--- config.mk ---
export PLATFORM = sky130hd
export DESIGN_NAME = mux_rr_nx1
export DESIGN_NICKNAME = d
export VERILOG_FILES = /design/src/rtl/mux_rr_nx1.sv
export SDC_FILE = /design/constraint.sdc
export NUM_CORES = 1
export LEC_CHECK = 0
export ABC_AREA = 1
export BUFFER_PORTS_ARGS = -buffer_cell sky130_fd_sc_hd__buf_2
export CORE_MARGIN = 3
export CORE_UTILIZATION = 51
export DETAILED_ROUTE_END_ITERATION = 10
export PLACE_DENSITY = 0.87
export SETUP_SLACK_MARGIN = 0.2
export SYNTH_ARGS = -nofsm -noshare
export SYNTH_HDL_FRONTEND = slang
export SYNTH_SLANG_ARGS = --single-unit
--- constraint.sdc ---
create_clock -name clk -period 5.5 [get_ports clk]
set_input_delay 0.275 -clock clk [delete_from_list [all_inputs] [get_ports clk]]
set_output_delay 0.275 -clock clk [all_outputs]
set_load 0.1 [all_outputs]
--- src/rtl/mux_rr_nx1.sv ---
`default_nettype none
// ============================================================================
//  Module   : mux_rr_nx1
//  Purpose  : N-channel registered mux with valid/ready handshakes, manual
//             select or round-robin scan that skips idle channels.
//  Revision : 1.0  initial release
// ============================================================================
module mux_rr_nx1 #(
    parameter int N = 16,
    parameter int W = 8,
    localparam int SELW = $clog2(N)
) (
    input  logic              clk,
    input  logic              rst,
    input  logic [N*W-1:0]    in_data,
    input  logic [N-1:0]      in_valid,
    output logic [N-1:0]      in_ready,
    input  logic              mode,
    input  logic [SELW-1:0]   sel,
    output logic [W-1:0]      out_data,
    output logic [SELW-1:0]   out_chan,
    output logic              out_valid,
    input  logic              out_ready
);

    localparam logic [SELW:0]   C_N    = (SELW+1)'(N);
    localparam logic [SELW-1:0] C_LAST = SELW'(N - 1);

    logic [SELW-1:0] r_ptr;
    logic [W-1:0]    r_out_data;
    logic [SELW-1:0] r_out_chan;
    logic            r_out_valid;

    logic            w_load;
    logic            w_sel_ok;
    logic            w_found;
    logic [SELW-1:0] w_scan_idx;
    logic [SELW:0]   w_sum;
    logic [SELW-1:0] w_idx;
    logic [SELW-1:0] w_chosen;
    logic            w_accept;

    assign w_load   = !r_out_valid || out_ready;
    assign w_sel_ok = ({1'b0, sel} < C_N);

    // Search ptr, ptr+1, ... wrapping modulo N; first valid channel wins.
    always_comb begin
        w_found    = 1'b0;
        w_scan_idx = '0;
        w_sum      = '0;
        w_idx      = '0;
        for (int k = 0; k < N; k++) begin
            w_sum = {1'b0, r_ptr} + (SELW+1)'(k);
            if (w_sum >= C_N) begin
                w_sum = w_sum - C_N;
            end
            w_idx = w_sum[SELW-1:0];
            if (!w_found && in_valid[w_idx]) begin
                w_found    = 1'b1;
                w_scan_idx = w_idx;
            end
        end
    end

    assign w_chosen = mode ? w_scan_idx : sel;

    // Reset masks acceptance so in_ready stays low while rst is held.
    assign w_accept = !rst && w_load &&
                      (mode ? w_found : (w_sel_ok && in_valid[sel]));

    always_comb begin
        in_ready = '0;
        if (w_accept) begin
            in_ready[w_chosen] = 1'b1;
        end
    end

    always_ff @(posedge clk) begin
        if (rst) begin
            r_out_valid <= 1'b0;
            r_out_data  <= '0;
            r_out_chan  <= '0;
            r_ptr       <= '0;
        end else if (w_accept) begin
            r_out_valid <= 1'b1;
            r_out_data  <= in_data[w_chosen*W +: W];
            r_out_chan  <= w_chosen;
            if (mode) begin
                r_ptr <= (w_chosen == C_LAST) ? '0 : w_chosen + 1'b1;
            end
        end else if (r_out_valid && out_ready) begin
            r_out_valid <= 1'b0;
        end
    end

    assign out_data  = r_out_data;
    assign out_chan  = r_out_chan;
    assign out_valid = r_out_valid;

endmodule
`default_nettype wire
Word level (Yosys, flattened, before mapping)
Cells that the tools add are included.

Flip-flop bits (word level): 17. Memories: 0. Word-level logic and storage cells: 202. Bits in read-only memories: 0. Bits in latches: 0. Input bits: 152. Bits in writable memories: 0.

Multipliers: 0. Div/mod/pow operators: 0. Magnitude comparators: 35. Equal/unequal tests: 1. Multiplexer cells: 90. Add/sub/neg operators: 32. Reduce and logical (&&, ||, !) cells: 39. Shifts and indexed selects: 1. Bitwise operators: 0.

Operators with widths (number): $mux W4 (34); $shiftx A128 B8 Y8 (1); $lt A4 B5 Y1 const B (18); $ge A5 B5 Y1 const B (15); $bmux W1 S4 (17); $sub A4 B1 Y4 const B (16); $add A4 B4 Y5 const B (8); $mux W1 (37); $add A4 B3 Y5 const B (4); $logic_and A1 B1 Y1 (19); $logic_not A1 Y1 (17); $mux W16 (1); $add A4 B2 Y5 const B (2); $add A4 B1 Y5 const B (1); $ge A4 B5 Y1 const B (1); $add A4 B1 Y4 const B (1); $demux W1 S4 (1); $eq A4 B4 Y1 const B (1); $ge A4 B1 Y1 const B (1); $reduce_and A2 Y1 (1); $reduce_bool A2 Y1 (1); $logic_or A1 B1 Y1 (1).

Depth between registers and ports, before layout
Depth after elaboration: 56. Mapped depth: 31.

Least setup slack after synthesis
Ideal clock, no wire load.

Path type: flip-flop to output port. Start: register r_ptr[1]. End: output in_ready[11]. Path buffers: 3. Data required time: 5.225 ns. Data arrival time: 4.934 ns. Slack: 0.291 ns. Cell stages (with the launch flop): 28. Cell sequence: dfxtp_1 > inv_1 > buf_2 > ha_1 > inv_1 > clkbuf_1 > nand3_1 > nand3_1 > nand2_1 > nand2_1 > nand2_2 > nor2_4 > nand4_2 > nor2_4 > nand4_2 > nor2_4 > nand4_2 > nor2_2 > nand2_1 > inv_2 > nand2_1 > nand3_1 > nand2_2 > inv_2 > buf_2 > ha_1 > nand2_1 > nor2_1.

Longest elaborated chain between the ends: 56. Elaborated cells between the ends (all ways): 166. Those cells by class: add/sub (31); order compare (18); mux (85); reduce/logical (32).

Ends and longest elaborated chain: start, declared (line 29) `logic [SELW-1:0] r_ptr;`; start signal, assigned (line 89) `r_ptr <= (w_chosen == C_LAST) ? '0 : w_chosen + 1'b1;`; parallel branches: the longest is 49 deep, another holds $add A4 B1 Y5; $mux W4 * (line 58) `if (!w_found && in_valid[w_idx]) begin`; $mux W4 * (line 65) `assign w_chosen = mode ? w_scan_idx : sel;`; via w_chosen[1] (line 40) `logic [SELW-1:0] w_chosen;`; $lt A4 B5 Y1 (implied by the code) or $ge A4 B1 Y1 (tied branches) (line 74) `in_ready[w_chosen] = 1'b1;`; $logic_and A1 B1 Y1 (implied by the code) (line 74); $mux W1 (implied by the code) (line 74); $demux W1 S4 * (line 74); $mux W16 * (line 73) `if (w_accept) begin`; end, declared (line 17) `output logic [N-1:0] in_ready,`.

Mark *: on every way through the listed nets, which the timed path passes. The select of a mux whose other input is x is not followed.

Worst setup path in the final report
Start: register r_ptr[0]. End: output in_ready[0].

Longest elaborated chain between the ends: 56. Elaborated cells between the ends (all ways): 166. Those cells by class: add/sub (31); order compare (18); mux (85); reduce/logical (32).

Ends and longest elaborated chain (line): parallel branches: the longest is 55 deep, another holds $add A4 B1 Y5; $mux W16 * (73).

Every way passes the cells marked *. The select of a mux whose other input is x is not followed.

==> results by group <==
Status
  • Status: complete, no violations

Yosys
  • Syn avg cell area: 4.91 µm²
  • Synth area leaders: nand2_1 (31%), nand3_1 (20%), inv_1 (8.8%)
  • Area leader, netlist: nand2_1
  • Post-synth EDFFs: 0
  • Synthesized cell area: 4460 µm²
  • Net Count, Synth: 1070
  • Synth top area share: 0.312
  • Top_reg_cell synth: dfxtp_1
  • Most frequent cell after synthesis: nand2_1
  • Library cells used by synthesis: 36
  • Yosys warnings: 0
  • Post-synthesis cell count: 907
  • Asr flop ratio synth: 0
  • Most common library cells after synthesis: nand2_1 (371), nand3_1 (174), inv_1 (105), nor2_1 (63), o21ai_0 (25)
  • Seq/Total Area, Yosys: 0.0764
  • #FFs+latches synth: 17

STA
  • Final Skew: 6.87 ps
  • RSZ-0062 raised after global routing: false
  • Tcrit/Tclk final: 0.890
  • Slew headroom: 0.595
  • Fin Setup TNS: 0 ps
  • Fmax: 204 MHz
  • Fin. max-slew vios: 0
  • Final count of negative-setup-slack endpoints: 0
  • Slew @ Worst Pin: 608 ps
  • Final Hold Fails: 0
  • Tmin final: 4890 ps

Flow run
  • Number of max-cap violations: 0

Worst setup path
  • Critical Setup Path Class: reg -> out
  • WP data arrival: 4620 ps
  • R2r endpoint: out_data[6]$_SDFFE_PP0P_
  • CP required: 5220 ps
  • Critical Path Fanout Max: 18
  • Setup crit start kind: register
  • Worst r2r src: r_ptr[1]$_SDFFE_PP0P_
  • R2r setup slk: 850 ps
  • Worst R2R Path Depth: 26
  • Setup crit end kind: output port

Clock network
  • CTS tree: yes
  • H-Tree Level Count: 1
  • Clk sink count: 17
  • Post-CTS Hold Buffers: 0
  • Clock tree buffer depth: 2
  • Clock Pin Slew Worst Setup and Hold Paths: 80 ps
  • Worst-Skew Late Latency: 260 ps
  • Cts bufs inserted: 3
  • Clk root buf: clkbuf_8

GRT
  • Vias in the first global route: 5659
  • Initial antenna violation count: 0
  • Total gr overflow: 0
  • First-pass GRT wire length: 26100 µm
  • Pin count of the biggest net entering global routing: 65
  • Gr usage total: 0.313

Power and ir drop
  • PD cells: 248 nW/µm²
  • Combinational Power Share: 0.821
  • Clk pwr share: 0.073
  • Leak pwr: 0.00334 µW
  • Worst vdd ir: 0.142 mV
  • Internal: 522 µW
  • Sw Ratio: 0.621
  • Total power: 1380 µW
  • Share of power burned in registers: 0.106
  • Switch Pwr: 856 µW

Min path
  • Min-Delay Path Depth: 2
  • Worst min-delay path startpoint: rst
  • WHS Endpoint: r_ptr[3]$_SDFFE_PP0P_
  • Worst Hold Class: in -> reg

Detailed routing
  • Routed vias: 6329
  • Vias/cell: 5.41
  • DR iter-0 viols: 489
  • First drt pass iteration count: 6
  • ANT nets after route: 0
  • DRC: 0
  • WL final: 16200 µm
  • Mean routed wirelength per cell: 13.8 µm

Place
  • GP Congestion: 1.00
  • DP Cell Count: 1165
  • Port Buf Inserts: 180
  • Post-DP HPWL: 13000 µm

Cells and area
  • Antenna cells: 0
  • Layout Nets: 1228
  • Post-route insts no fill: 1169
  • Area grow syn2layout: 24.7%
  • Layout cells sized above 1: 0.222
  • Fin util: 0.666
  • Filler cells: 814

Floorplanning
  • Die Ht: 99.5 µm
  • Die Wd: 99.5 µm
  • # IOs: 181
  • Die area: 9900 µm²
  • Site Rows: 33
  • Core area: 8340 µm²
  • Initial core utilization: 0.534
-- timing repair --
item,CTS,global route
setup buffers,0,0
resized for setup,0,9
setup endpoints to repair,0,16
-- cells in the final DEF, fill, tap and decap left out, types with 5 or more instances in the layout --
master	instances
buf_12	8
nand3b_1	16
inv_1	104
nand4_1	5
buf_2	166
ha_1	10
dfxtp_1	17
nor2_4	5
nand3_1	174
inv_2	9
clkbuf_4	6
o21ai_0	25
buf_4	12
xor2_1	6
nand2_1	371
a21oi_1	15
nor2_1	63
nand2_2	8
-- critical path, stage by stage (launching register included) --
cell and delay [ps]:
dfxtp_1 320, inv_2 250, ha_2 440, clkinvlp_4 240, nand3_1 150, nand3_1 130
nand2_1 70, nand2_1 100, nand2_2 90, nor2_4 120, nand4_2 110, nor2_4 160
nand4_2 120, nor2_4 140, nand4_2 120, nor2_2 120, nand2_1 120, inv_2 100
nand2_1 50, nand2_1 70, nand2_1 60, nand2_2 140, inv_2 80, nor2_2 350
inv_1 170, nor2_1 160, clkbuf_4 360
-- layout make-up --
| type | count | area (µm²) | area share |
|---|---|---|---|
| clock inverters | 1 | 7.51 | 0.00135 |
| clock buffers | 3 | 41.3 | 0.00743 |
| repair buffers | 192 | 1130 | 0.203 |
| multi-input cells | 735 | 3470 | 0.625 |
| well taps | 105 | 131 | 0.0236 |
| inverters | 116 | 439 | 0.0790 |
| flip-flops and latches | 17 | 340 | 0.0612 |
-- kinds of logic after synthesis --
kind of cell	after synthesis	share of synthesized area
AOI/OAI and AO/OA	58	0.0750
xor gates and xnor gates	11	0.0250
adders and majority gates	11	0.0309
buffers and inverters	155	0.146
DFF	17	0.0764
and+or+nand+nor	655	0.647
-- sequential cells by signal (all words and copies together), names as in the netlist --
name	flops
r_ptr	4
out_data	8
out_valid	1
out_chan	4
-- how the worst max path moves through the flow --
stage | start | endpoint | slack [ps] | cells after the start
finish | r_ptr[0]$_SDFFE_PP0P_ | in_ready[0] | 610 | 26
global route | r_ptr[0]$_SDFFE_PP0P_ | in_ready[0] | 160 | 26
CTS | r_ptr[0]$_SDFFE_PP0P_ | in_ready[2] | 430 | 26
detailed placement | r_ptr[0]$_SDFFE_PP0P_ | in_ready[2] | 720 | 26
global placement | r_ptr[0]$_SDFFE_PP0P_ | in_ready[2] | 820 | 26
floorplan | r_ptr[1]$_SDFFE_PP0P_ | in_ready[11] | 290 | 27
-- layer usage --
layer,up-vias,share of wire,global-route usage
met5,-,0,0
met4,0,0.034,0.108
met3,51,0.086,0.0379
met2,319,0.48,0.523
met1,2786,0.40,0.416
li1,3173,-,-
-- stage by stage --
step                      instance area, µm²  setup slack (ps)  hold slack (ps)
after floorplan                         4460               291              344
after global placement                  5480               822              484
after detailed placement                5480               717              493
after CTS                               5530               426              238
after global routing                    5560               157              250
final                                   5560               607              238
-- power groups by stage --
| stage | logic, µW | registers [µW] | clock network, µW |
|---|---|---|---|
| detailed placement | 1100 | 148 | 0 |
| finish | 1130 | 146 | 100 |
| floorplan | 757 | 238 | 0 |
| global route | 1250 | 148 | 103 |
| CTS | 1110 | 146 | 98.0 |
| global placement | 1100 | 148 | 0 |
(Power assumes the default switching activity.)
